[config.mk]
export PLATFORM = sky130hd
export DESIGN_NAME = pipeline_flow_controller
export DESIGN_NICKNAME = d
export VERILOG_FILES = /design/src/rtl/pipeline_flow_controller_pkg.sv /design/src/rtl/pipeline_flow_controller_sat_counter.sv /design/src/rtl/pipeline_flow_controller.sv
export SDC_FILE = /design/constraint.sdc
export NUM_CORES = 1
export LEC_CHECK = 0
export BUFFER_PORTS_ARGS = -buffer_cell sky130_fd_sc_hd__buf_2
export CAP_MARGIN = 20
export CORE_MARGIN = 5
export CORE_UTILIZATION = 54
export CTS_CLUSTER_SIZE = 12
export DETAILED_ROUTE_END_ITERATION = 12
export GPL_ROUTABILITY_DRIVEN = 1
export PLACE_DENSITY = 0.87
export SYNTH_ARGS = -nofsm -noshare
export SYNTH_HDL_FRONTEND = slang
export SYNTH_HIERARCHICAL = 1
export SYNTH_SLANG_ARGS = --single-unit
[constraint.sdc]
create_clock -name clk -period 2 [get_ports clk]
set_input_delay 0.4 -clock clk [delete_from_list [all_inputs] [get_ports clk]]
set_output_delay 0.4 -clock clk [all_outputs]
set_load 0.02 [all_outputs]
[src/rtl/pipeline_flow_controller_pkg.sv]
// Shared definitions for the pipeline stall/flush sequencer:
// FSM state encoding and default sizing.
package pipeline_flow_controller_pkg;

   typedef enum logic {
      STATE_RUN      = 1'b0,
      STATE_MEM_WAIT = 1'b1
   } state_e;

   localparam int TIMEOUT_DEF = 64;
   localparam int CNT_W_DEF   = 16;

endpackage

[src/rtl/pipeline_flow_controller_sat_counter.sv]
// Saturating up-counter with synchronous active-high reset.
// Holds at all-ones instead of wrapping.
module sat_counter #(
   parameter int WIDTH = 16
) (
   input  logic             clk,
   input  logic             rst,
   input  logic             inc,
   output logic [WIDTH-1:0] count
);

   logic [WIDTH-1:0] count_q;
   logic [WIDTH-1:0] count_d;

   always_comb begin
      count_d = count_q;
      if (inc && (count_q != '1)) begin
         count_d = count_q + 1'b1;
      end
   end

   always_ff @(posedge clk) begin
      if (rst) begin
         count_q <= '0;
      end else begin
         count_q <= count_d;
      end
   end

   assign count = count_q;

endmodule

[src/rtl/pipeline_flow_controller.sv]
// Central stall/flush sequencer: arbitrates memory wait, taken
// branch and data hazard, and keeps stall/flush statistics.
module pipeline_flow_controller
   import pipeline_flow_controller_pkg::*;
#(
   parameter int TIMEOUT = TIMEOUT_DEF,
   parameter int CNT_W   = CNT_W_DEF
) (
   input  logic             clk,
   input  logic             rst,
   input  logic             branch_taken,
   input  logic             hazard,
   input  logic             mem_req,
   input  logic             mem_ready,
   output logic             freeze_pc,
   output logic             if_freeze,
   output logic             if_flush,
   output logic             id_flush,
   output logic             backend_freeze,
   output logic             mem_timeout,
   output logic [CNT_W-1:0] stall_count,
   output logic [CNT_W-1:0] flush_count
);

   localparam int WCW = $clog2(TIMEOUT + 1);

   state_e         state_q, state_d;
   logic           pend_q, pend_d;
   logic [WCW-1:0] wcnt_q, wcnt_d;
   logic           tmo_q, tmo_d;
   logic           br;

   assign br = branch_taken | pend_q;

   always_comb begin
      state_d        = state_q;
      pend_d         = pend_q;
      wcnt_d         = wcnt_q;
      tmo_d          = tmo_q;
      freeze_pc      = 1'b0;
      if_freeze      = 1'b0;
      if_flush       = 1'b0;
      id_flush       = 1'b0;
      backend_freeze = 1'b0;
      if (state_q == STATE_RUN && mem_req && !mem_ready) begin
         freeze_pc      = 1'b1;
         if_freeze      = 1'b1;
         backend_freeze = 1'b1;
         state_d        = STATE_MEM_WAIT;
         wcnt_d         = WCW'(1);
         pend_d         = branch_taken;
      end else if (state_q == STATE_MEM_WAIT && !mem_ready) begin
         freeze_pc      = 1'b1;
         if_freeze      = 1'b1;
         backend_freeze = 1'b1;
         pend_d         = pend_q | branch_taken;
         if (wcnt_q == WCW'(TIMEOUT - 1)) begin
            tmo_d = 1'b1;
         end
         if (wcnt_q != WCW'(TIMEOUT)) begin
            wcnt_d = wcnt_q + WCW'(1);
         end
      end else begin
         // RUN decode, also used on the wait release cycle
         if (br) begin
            if_flush = 1'b1;
            id_flush = 1'b1;
         end else if (hazard) begin
            freeze_pc = 1'b1;
            if_freeze = 1'b1;
            id_flush  = 1'b1;
         end
         state_d = STATE_RUN;
         pend_d  = 1'b0;
         wcnt_d  = '0;
      end
   end

   always_ff @(posedge clk) begin
      if (rst) begin
         state_q <= STATE_RUN;
         pend_q  <= 1'b0;
         wcnt_q  <= '0;
         tmo_q   <= 1'b0;
      end else begin
         state_q <= state_d;
         pend_q  <= pend_d;
         wcnt_q  <= wcnt_d;
         tmo_q   <= tmo_d;
      end
   end

   assign mem_timeout = tmo_q;

   sat_counter #(.WIDTH(CNT_W)) u_stall_cnt (
      .clk   (clk),
      .rst   (rst),
      .inc   (freeze_pc),
      .count (stall_count)
   );

   sat_counter #(.WIDTH(CNT_W)) u_flush_cnt (
      .clk   (clk),
      .rst   (rst),
      .inc   (if_flush),
      .count (flush_count)
   );

endmodule

==> results of run 1 <==
[area by class of cell]
cell class              count  area [µm²]  area share (%)
inverters                   8       30.03           1.163
repair buffers             53       290.3           11.25
multi-input cells         196        1275           49.39
well taps                  50       62.56           2.424
clock buffers               6       82.58           3.199
flip-flops and latches     42       840.8           32.57
[placed cells by master, fill, tap and decap left out, types with 3 or more instances in the layout]
master,netlist,routed
buf_2,2,43
dfxtp_1,42,42
a21oi_1,23,23
nor2_1,20,18
nand2_1,17,17
nand3_1,15,15
or4_1,14,14
o21ai_0,12,12
o31ai_1,12,12
nor3_1,10,10
or3_1,10,10
buf_4,1,10
inv_1,8,8
xnor2_1,6,6
clkbuf_8,0,6
nand4_1,6,6
and4_1,6,6
nor2b_1,5,5
ha_1,4,4
nor4_1,4,4
nand3b_1,3,3
o41ai_1,3,3
[synthesized netlist by cell type, drive strengths merged]
cell type  instances  area share, %
dfxtp             42             39
a21oi             23            5.3
nor2              20            3.4
nand2             19            3.5
nand3             15            3.4
or4               15            5.3
o21ai             12            2.8
o31ai             12            4.1
nor3              10            2.3
or3               10            2.9
inv                8            1.4
nand4              8            3.7
and4               6            2.4
nor4               6            3.1
xnor2              6            2.4
buf                5            1.1
nor2b              5            1.4
clkbuf             4           0.69
ha                 4            2.3
nand3b             3            1.0
o41ai              3            1.2
and3               2           0.57
mux2               2            1.0
mux2i              2           0.92
nor4bb             2           0.92
o21a               2           0.69
o311ai             2           0.80
a21boi             1           0.34
a21o               1           0.34
nand2b             1           0.29
o2111ai            1           0.40
o211ai             1           0.34
or4bb              1           0.52
xor2               1           0.40
[worst min-delay path by stage]
stage | slack [ns] | to | cells after the start
after CTS | 0.32 | state_q | 2
after floorplan | 0.45 | mem_timeout | 1
after global placement | 0.46 | mem_timeout | 2
after global routing | 0.33 | state_q | 2
after detailed placement | 0.46 | mem_timeout | 2
final | 0.33 | state_q | 2
[flip-flops by register name, summed over array words and instances, names as in the netlist]
register and count:
state_q 1, pend_q 1, u_flush_cnt/count 16, u_stall_cnt/count 16
mem_timeout 1, wcnt_q 7
[report_power, final]
| part | total, mW | internal [mW] | switching, mW |
|---|---|---|---|
| clock | 0.540 | 0.266 | 0.274 |
| combinational | 0.110 | 0.0385 | 0.0712 |
| sequential | 0.856 | 0.846 | 0.0107 |
[metal layers]
layer	vias to the layer above	track usage, %	part of all wire [%]
met1	1001	21.37	42
met3	10	4.788	6.6
met5	-	0	0
met4	0	5.634	1.4
li1	1072	-	-
met2	61	32.58	50
[critical path, cell delays in order (launching register included)]
cell and delay, ns:
dfxtp_1 0.42, nand4_1 0.23, nor4_4 0.62, nor4bb_1 0.16, mux2_2 0.30
[through the flow]
step,cell area [µm²],setup slack (ns),hold slack (ns),util (%)
2_1_floorplan,2186,0.04411,0.4512,-
3_3_place_gp,2499,0.1218,0.4617,63.38
3_5_place_dp,2499,0.04414,0.4581,63.38
4_1_cts,2581,0.1487,0.3248,65.47
5_1_grt,2581,0.02863,0.3309,65.47
6_report,2581,0.1537,0.3335,65.47
[logic make-up after synthesis]
kind of cell / synth area share (%)
AOI/OAI and AO/OA: 16.30
and+or+nand+nor: 34.84
DFF: 38.58
adders and majority gates: 2.296
xor gates and xnor gates: 2.813
buffers and inverters: 3.215
muxes: 1.952
==> flow_summary.toml, run 1 <==
[route]
drc = 0
postRouteAntennaNets = 0
drt_iter0_markers = 117
dr.pass1.iters = 4
drt-total-wl_um = 5067
avgRoutedWirePerCell_um = 14.27
vias = 2144
vias_per_cell = 6.039

[clocking]
ctsResizeCount = 0
cts_buffers = 5
clock-sinks = 42
path_clk_slew_ns = 0.08
clk_path_buf_depth = 2
root_buffer = "clkbuf_8"
cts_tree = "done"
postCtsSetupRepairBufs = 0
ctsHoldBuffers = 0
htree_levels = 2
worstSkewPairLatency_ns = 0.29

[logic_synthesis]
synthCells = 255
netlist_area_um2 = 2180
synth-seq-area-share_pct = 38.58
synth_seq_cells = 42
yosys.cell_types.count = 40
ys_warn_count = 6
syn_nets = 265
postSynthAreaPerCell_um2 = 8.547

[final_layout]
final_cells = 355
diodes = 0
drive_gt1_share_pct = 23.28
layout.nets = 316
nFillCells = 336
syn2layout_area_growth_pct = 18.43

[hold_path]
min_from = "mem_ready"
hp-class = "input pin to flop"

[placement]
io_buffers = 43
dpl.cell_count = 349
dpl.hpwl_um = 3715
gp_congestion = 0.8524

[worst_setup_path]
end_kind = "flop"
r2r_start = "u_stall_cnt/count[12]"
cp_data_arrival_time_ns = 2.03
crit_end = "u_stall_cnt/count[11]"
path_max_fanout = 12
rrSetupSlack_ns = 0.15
critPathLaunchType = "flop"
critPathKind = "flop to flop"
cp.required_ns = 2.19
worstSetupStartpoint = "u_stall_cnt/count[12]"
worst_r2r_path_depth = 4
reg2reg_to = "u_stall_cnt/count[11]"

[outcome]
status = "completed"

[floorplan]
io_pins = 44
initial_core_util_pct = 55.28
row_count = 23
core_um2 = 3943
dieArea_um2 = 5407
die_y_um = 73.53
die_w_um = 73.53

[power_and_ir_drop]
report.power.total_mw = 1.507
p_leak_nw = 0.9844
ir_worst_vdd_mv = 0.4175
power.density_nw_per_um2 = 583.6

[global_routing]
grt-ovfl-total = 0
antenna_found_initial = 0
grt.total_usage_pct = 18.34
grt_max_degree = 25
grt_pass1_vias = 1840
grt_pass1_wl_um = 7969

[sta]
tightest_slew_ns = 0.5698
rsz0062_at_grt = "false"
hold_viol_final = 0
slew_violations = 0
clock_skew_ns = 0.005837
fmax_mhz = 541.6
fin_crit_sh_pct = 92.32
fin_setup_tns_ns = 0
finalCriticalPeriod_ns = 1.846
finalSetupViolCount = 0
slew-limit-headroom_pct = 61.52

[flow_run]
cap_violations = 0
No activity file was read; power rests on OpenSTA's default activity.
==> run 2, diff against run 1 <==
--- a/config.mk
+++ b/config.mk
@@ -8,11 +8,11 @@
 export BUFFER_PORTS_ARGS = -buffer_cell sky130_fd_sc_hd__buf_2
 export CAP_MARGIN = 20
 export CORE_MARGIN = 5
-export CORE_UTILIZATION = 54
+export CORE_UTILIZATION = 49
 export CTS_CLUSTER_SIZE = 12
 export DETAILED_ROUTE_END_ITERATION = 12
 export GPL_ROUTABILITY_DRIVEN = 1
-export PLACE_DENSITY = 0.87
+export PLACE_DENSITY = 0.83
 export SYNTH_ARGS = -nofsm -noshare
 export SYNTH_HDL_FRONTEND = slang
 export SYNTH_HIERARCHICAL = 1
==> constraint.sdc (replaced) <==
create_clock -name clk -period 1.5 [get_ports clk]
set_input_delay 0.3 -clock clk [delete_from_list [all_inputs] [get_ports clk]]
set_output_delay 0.3 -clock clk [all_outputs]
set_load 0.02 [all_outputs]
==> flow_summary.toml, run 2 (synthesis gave the netlist of run 1 again) <==
[outcome]
status = "complete, but fails checks"
violations = "negative setup slack"

[worst_setup_path]
cp.required_ns = 1.72
path_buf_inv = 3
r2r_start = "u_flush_cnt/count[9]"
rrSetupSlack_ns = -0.32
critPathKind = "flop to flop"
reg2reg_to = "u_flush_cnt/count[3]"
critPathLaunchType = "flop"
cp_slowest_cell = "nor4_4"
path_max_fanout = 4
crit_chain = "buf_6 -> nand4_1 -> nor4_4 -> buf_4 -> buf_12 -> o31ai_2 -> a21oi_1"
worst_r2r_path_depth = 7
cp_top_family = "simple AND/OR/NAND/NOR gates"
end_kind = "flop"
cp_data_arrival_time_ns = 2.03
max_stage_delay_ns = 0.46

[power_and_ir_drop]
pwr-share-seq_pct = 49.3
report.power.total_mw = 2.247
switchingPower_mw = 0.5943
p_int_mw = 1.653
comb_power_share_pct = 12.6
p_leak_nw = 1.571
swShare_pct = 26.45
pwr-share-clk_pct = 38.1
power.density_nw_per_um2 = 582.5
ir_worst_vdd_mv = 0.4300

[route]
postRouteAntennaNets = 0
dr.pass1.iters = 5
vias = 2864
drt-total-wl_um = 9347
avgRoutedWirePerCell_um = 20.91
vias_per_cell = 6.407
drc = 0
drt_iter0_markers = 274

[final_layout]
diodes = 0
layout.nets = 404
nFillCells = 179
final_common_cell = "buf_4"
drive_gt1_share_pct = 62.28
syn2layout_area_growth_pct = 76.98
multi_input_area_um2 = 1624
layout_common_cells = "buf_4, buf_2, buf_6"
fin_util_pct = 89.21
final_cells = 447
register_area_um2 = 943.4

[sta]
hold_viol_final = 0
tightest_slew_ns = 0.4524
clock_skew_ns = 0.003500
fmax_mhz = 549.9
fin_crit_sh_pct = 121.2
slew_violations = 0
rsz0062_at_grt = "true"
fin_setup_tns_ns = -5.320
slew-limit-headroom_pct = 69.61
finalCriticalPeriod_ns = 1.818
setup_slack_ns = -0.3184
finalSetupViolCount = 35

[clocking]
clock-sinks = 42
path_clk_slew_ns = 0.09
cts_tree = "done"
ctsHoldBuffers = 0
root_buffer = "clkbuf_8"
htree_levels = 2
clk_path_buf_depth = 2
worstSkewPairLatency_ns = 0.30
cts_buffers = 5

[global_routing]
grt_util_met3_pct = 4.918
grt_max_degree = 23
met2_usage_pct = 45.67
grt_busiest_layer = "met2"
grt_pass1_wl_um = 12230
grt_pass1_vias = 2604
grt.met1_usage_pct = 27.61
grt-ovfl-total = 0
antenna_found_initial = 0
grt.total_usage_pct = 25.11

[placement]
gp_congestion = 0.8265
dpl.hpwl_um = 4584
place_ws_ns = -0.1595
io_buffers = 43
dpl.cell_count = 410

[floorplan]
core_um2 = 4324
dieArea_um2 = 5882
die_y_um = 76.70
initial_core_util_pct = 50.41
die_w_um = 76.70
io_pins = 44
row_count = 24

[hold_path]
hp-class = "input pin to flop"
hold-path-cell-count = 3
min_from = "mem_ready"
hold_end = "state_q"

[flow_run]
cap_violations = 0
## run 2: changes by cell type in the layout (fill, tap and decap cells not counted), sizes merged
cell    before  now
buf         53  141
clkinv       0    2
## run 2: layout make-up
type	count	share of cell area, %
multi-input cells	196	42.10
repair buffers	141	28.22
flip-flops and latches	42	24.46
clock buffers	6	2.433
well taps	52	1.687
inverters	8	0.8433
clock inverters	2	0.2595
## run 2: power by group through the flow
stage / Sequential [mW] / Combinational, mW / Clock (mW)
2_1_floorplan: 1.15 / 0.0922 / 0
3_3_place_gp: 1.13 / 0.193 / 0
3_5_place_dp: 1.13 / 0.202 / 0
4_1_cts: 1.11 / 0.253 / 0.847
5_1_grt: 1.11 / 0.302 / 0.914
6_report: 1.11 / 0.284 / 0.856
## run 2: worst max path at each step
stage                          start                     to  cells past startpoint  slack [ns]
6_report        u_flush_cnt/count[9]   u_flush_cnt/count[3]                      7       -0.32
5_1_grt         u_flush_cnt/count[9]   u_flush_cnt/count[3]                      7       -0.41
4_1_cts        u_stall_cnt/count[10]  u_stall_cnt/count[15]                      4       -0.15
3_5_place_dp                 mem_req   u_flush_cnt/count[6]                      8       -0.16
3_3_place_gp                 mem_req   u_flush_cnt/count[6]                      8       -0.11
2_1_floorplan   u_flush_cnt/count[5]  u_flush_cnt/count[15]                      4       -0.12
## run 2: per-stage QoR
step	area (µm²)	hold WS (ns)
detailed placement	3149	0.4659
global route	3857	0.2989
floorplan	2416	0.3671
CTS	3560	0.2919
finish	3857	0.3016
global placement	3149	0.4507
## run 2: tightest hold or removal path, cell delays in order
cell    delay, ns
buf_2        0.11
buf_4        0.12
nor3_1       0.04
## run 2: per-layer routing
metal  up-vias  wire, µm
li1       1250         -
met1      1371      3291
met2       195      4973
met3        48       625
met4         0       457
met5         -         0
## run 2: what timing repair did
item | 4_1_cts | 5_1_grt
resized for setup | 41 | 48
cloned | 2 | 1
pin swaps | 21 | 20
setup endpoints to repair | 24 | 40
buffers inserted | 17 | 9
==> run 3, diff against run 2 <==
--- a/config.mk
+++ b/config.mk
@@ -8,12 +8,11 @@
 export BUFFER_PORTS_ARGS = -buffer_cell sky130_fd_sc_hd__buf_2
 export CAP_MARGIN = 20
 export CORE_MARGIN = 5
-export CORE_UTILIZATION = 49
+export CORE_UTILIZATION = 30
 export CTS_CLUSTER_SIZE = 12
 export DETAILED_ROUTE_END_ITERATION = 12
 export GPL_ROUTABILITY_DRIVEN = 1
-export PLACE_DENSITY = 0.83
+export PLACE_DENSITY = 0.58
 export SYNTH_ARGS = -nofsm -noshare
 export SYNTH_HDL_FRONTEND = slang
-export SYNTH_HIERARCHICAL = 1
 export SYNTH_SLANG_ARGS = --single-unit
==> constraint.sdc (replaced) <==
create_clock -name clk -period 1.5 [get_ports clk]
set_input_delay 0.075 -clock clk [delete_from_list [all_inputs] [get_ports clk]]
set_output_delay 0.075 -clock clk [all_outputs]
set_load 0.02 [all_outputs]
==> flow_summary.toml, run 3 <==
[logic_synthesis]
synth_seq_cells = 42
ys_warn_count = 0
postSynthAreaPerCell_um2 = 8.754
synthCells = 264
yosysTopAreaCell = "dfxtp_1"
synth-seq-area-share_pct = 36.38
yosysTopAreaCellShare_pct = 36.38
yosys-top-cells-area = "dfxtp_1, or4_1, a21oi_1, mux2_2, o31ai_1"
synth_top_flop_cell = "dfxtp_1"
ys_top_cells_by_count = "dfxtp_1, nor2_1, a21oi_1"
async_reset_ff_share_pct = 0
yosysMostFrequentCell = "dfxtp_1"
synth_edf_count = 0
syn_nets = 274
yosys.cell_types.count = 54
netlist_area_um2 = 2311

[floorplan]
dieArea_um2 = 9558
initial_core_util_pct = 30.38
die_w_um = 97.77
core_um2 = 7607
io_pins = 44
row_count = 32
die_y_um = 97.77

[route]
drc = 0
drt_iter0_markers = 86
dr.pass1.iters = 4
avgRoutedWirePerCell_um = 14.08
postRouteAntennaNets = 0
drt-total-wl_um = 7042
vias = 2531
vias_per_cell = 5.062

[power_and_ir_drop]
p_leak_nw = 1.634
power.density_nw_per_um2 = 548.5
ir_worst_vdd_mv = 0.3400

[sta]
fmax_mhz = 607.6
fin_setup_tns_ns = -2.048
rsz0062_at_grt = "true"
clock_skew_ns = 0.007431
fin_crit_sh_pct = 109.7
tightest_slew_ns = 0.3604
slew_violations = 0
setup_slack_ns = -0.1458
finalSetupViolCount = 24
slew-limit-headroom_pct = 75.66
hold_viol_final = 0
hold_ws_ns = 0.07112
finalCriticalPeriod_ns = 1.646

[outcome]
violations = "negative setup slack"
status = "complete, but fails checks"

[placement]
gp_congestion = 0.8350
io_buffers = 43
place_ws_ns = -0.1718
dpl.cell_count = 476
dpl.hpwl_um = 4938

[final_layout]
syn2layout_area_growth_pct = 71.09
drive_gt1_share_pct = 64.07
layout.nets = 407
layout_common_cells = "buf_4, buf_2, nor2_1"
final_common_cell = "buf_4"
diodes = 0
fin_util_pct = 51.97
nFillCells = 716
final_cells = 500

[clocking]
worstSkewPairLatency_ns = 0.30
clock-sinks = 42
ctsHoldBuffers = 0
cts_tree = "done"
cts_buffers = 5
clk_path_buf_depth = 2
path_clk_slew_ns = 0.08
htree_levels = 2
root_buffer = "clkbuf_8"

[global_routing]
antenna_found_initial = 0
grt_pass1_vias = 2504
grt-ovfl-total = 0
grt_pass1_wl_um = 11560
grt_max_degree = 27
grt.total_usage_pct = 14.46

[worst_setup_path]
critPathKind = "flop to flop"
rrSetupSlack_ns = -0.15
cp_data_arrival_time_ns = 1.83
end_kind = "flop"
path_max_fanout = 3
cp.required_ns = 1.69
worstSetupStartpoint = "u_stall_cnt.count[0]"
critPathLaunchType = "flop"
r2r_start = "u_stall_cnt.count[0]"

[hold_path]
min_from = "mem_ready"
hp-class = "input pin to flop"

[flow_run]
cap_violations = 0
[run 3: changes by cell type in the layout (fill, tap and decap cells not counted), moves of 5 or more]
| cell | previous run | this run |
|---|---|---|
| mux2_4 | 0 | 5 |
| a21oi_1 | 17 | 8 |
| dfxtp_4 | 25 | 17 |
| buf_4 | 71 | 77 |
| nor2b_1 | 5 | 10 |
| dfxtp_2 | 7 | 18 |
| o21ai_0 | 9 | 1 |
| o31ai_2 | 6 | 1 |
| nor2_1 | 16 | 21 |
| buf_6 | 28 | 18 |
[run 3: area by class of cell]
cell class	instances	area, µm²	area share (%)
clock inverter	2	8.758	0.2215
timing repair buffer	137	1036	26.20
tap	102	127.6	3.228
multi-input combinational	202	1739	43.99
clock buffer	6	72.57	1.835
inverter	9	42.54	1.076
sequential	42	927.1	23.45
[run 3: per-layer routing]
metal,share of wire (%),wire length (µm),GRT usage (%)
met5,0,0,0
met4,1.2,85,4.153
met3,3.9,277,4.000
met2,49,3476,24.25
met1,45,3202,18.19
[run 3: cells by family after synthesis]
group                    after synthesis  share of synthesized area, %
adder cells (fa/ha/maj)                4                         2.166
XOR/XNOR                               5                         1.895
flip-flops                            42                         36.38
AO/OA/AOI/OAI                         56                         17.43
multiplexers                          10                         4.981
AND/OR/NAND/NOR                      127                         32.59
buffers and inverters                 20                         4.547
[run 3: power breakdown]
part / internal (mW) / total, mW / leakage (nW) / switching [mW]
logic: 0.163 / 0.330 / 1.23 / 0.167
registers: 1.11 / 1.12 / 0.362 / 0.0173
clock network: 0.321 / 0.716 / 0.0426 / 0.395
[run 3: through the flow]
stage                     cell area, µm²  total power, mW
after CTS                           3691            2.183
after global routing                3954            2.295
after detailed placement            3390            1.410
final                               3954            2.168
after floorplan                     2495            1.293
after global placement              3390            1.405
[run 3: repair_timing]
item | 4_1_cts | 5_1_grt
endpoints found under the setup margin | 36 | 35
cloned | 2 | 0
hold endpoints to repair | 0 | 0
buffers inserted | 11 | 4
pin swaps | 16 | 29
gates resized for setup | 31 | 62
[run 3: path summary, 6_finish.rpt]
check                          to  depth (start not counted)
max          u_stall_cnt.count[3]                          5
max reg2reg  u_stall_cnt.count[3]                          5
min                     wcnt_q[0]                          3
min reg2reg           mem_timeout                          2
[run 3: critical path: stages (launching register included)]
cell,delay [ns]
dfxtp_4,0.37
ha_4,0.16
nand3_4,0.07
or4_4,0.55
nand3_2,0.11
mux2_4,0.29
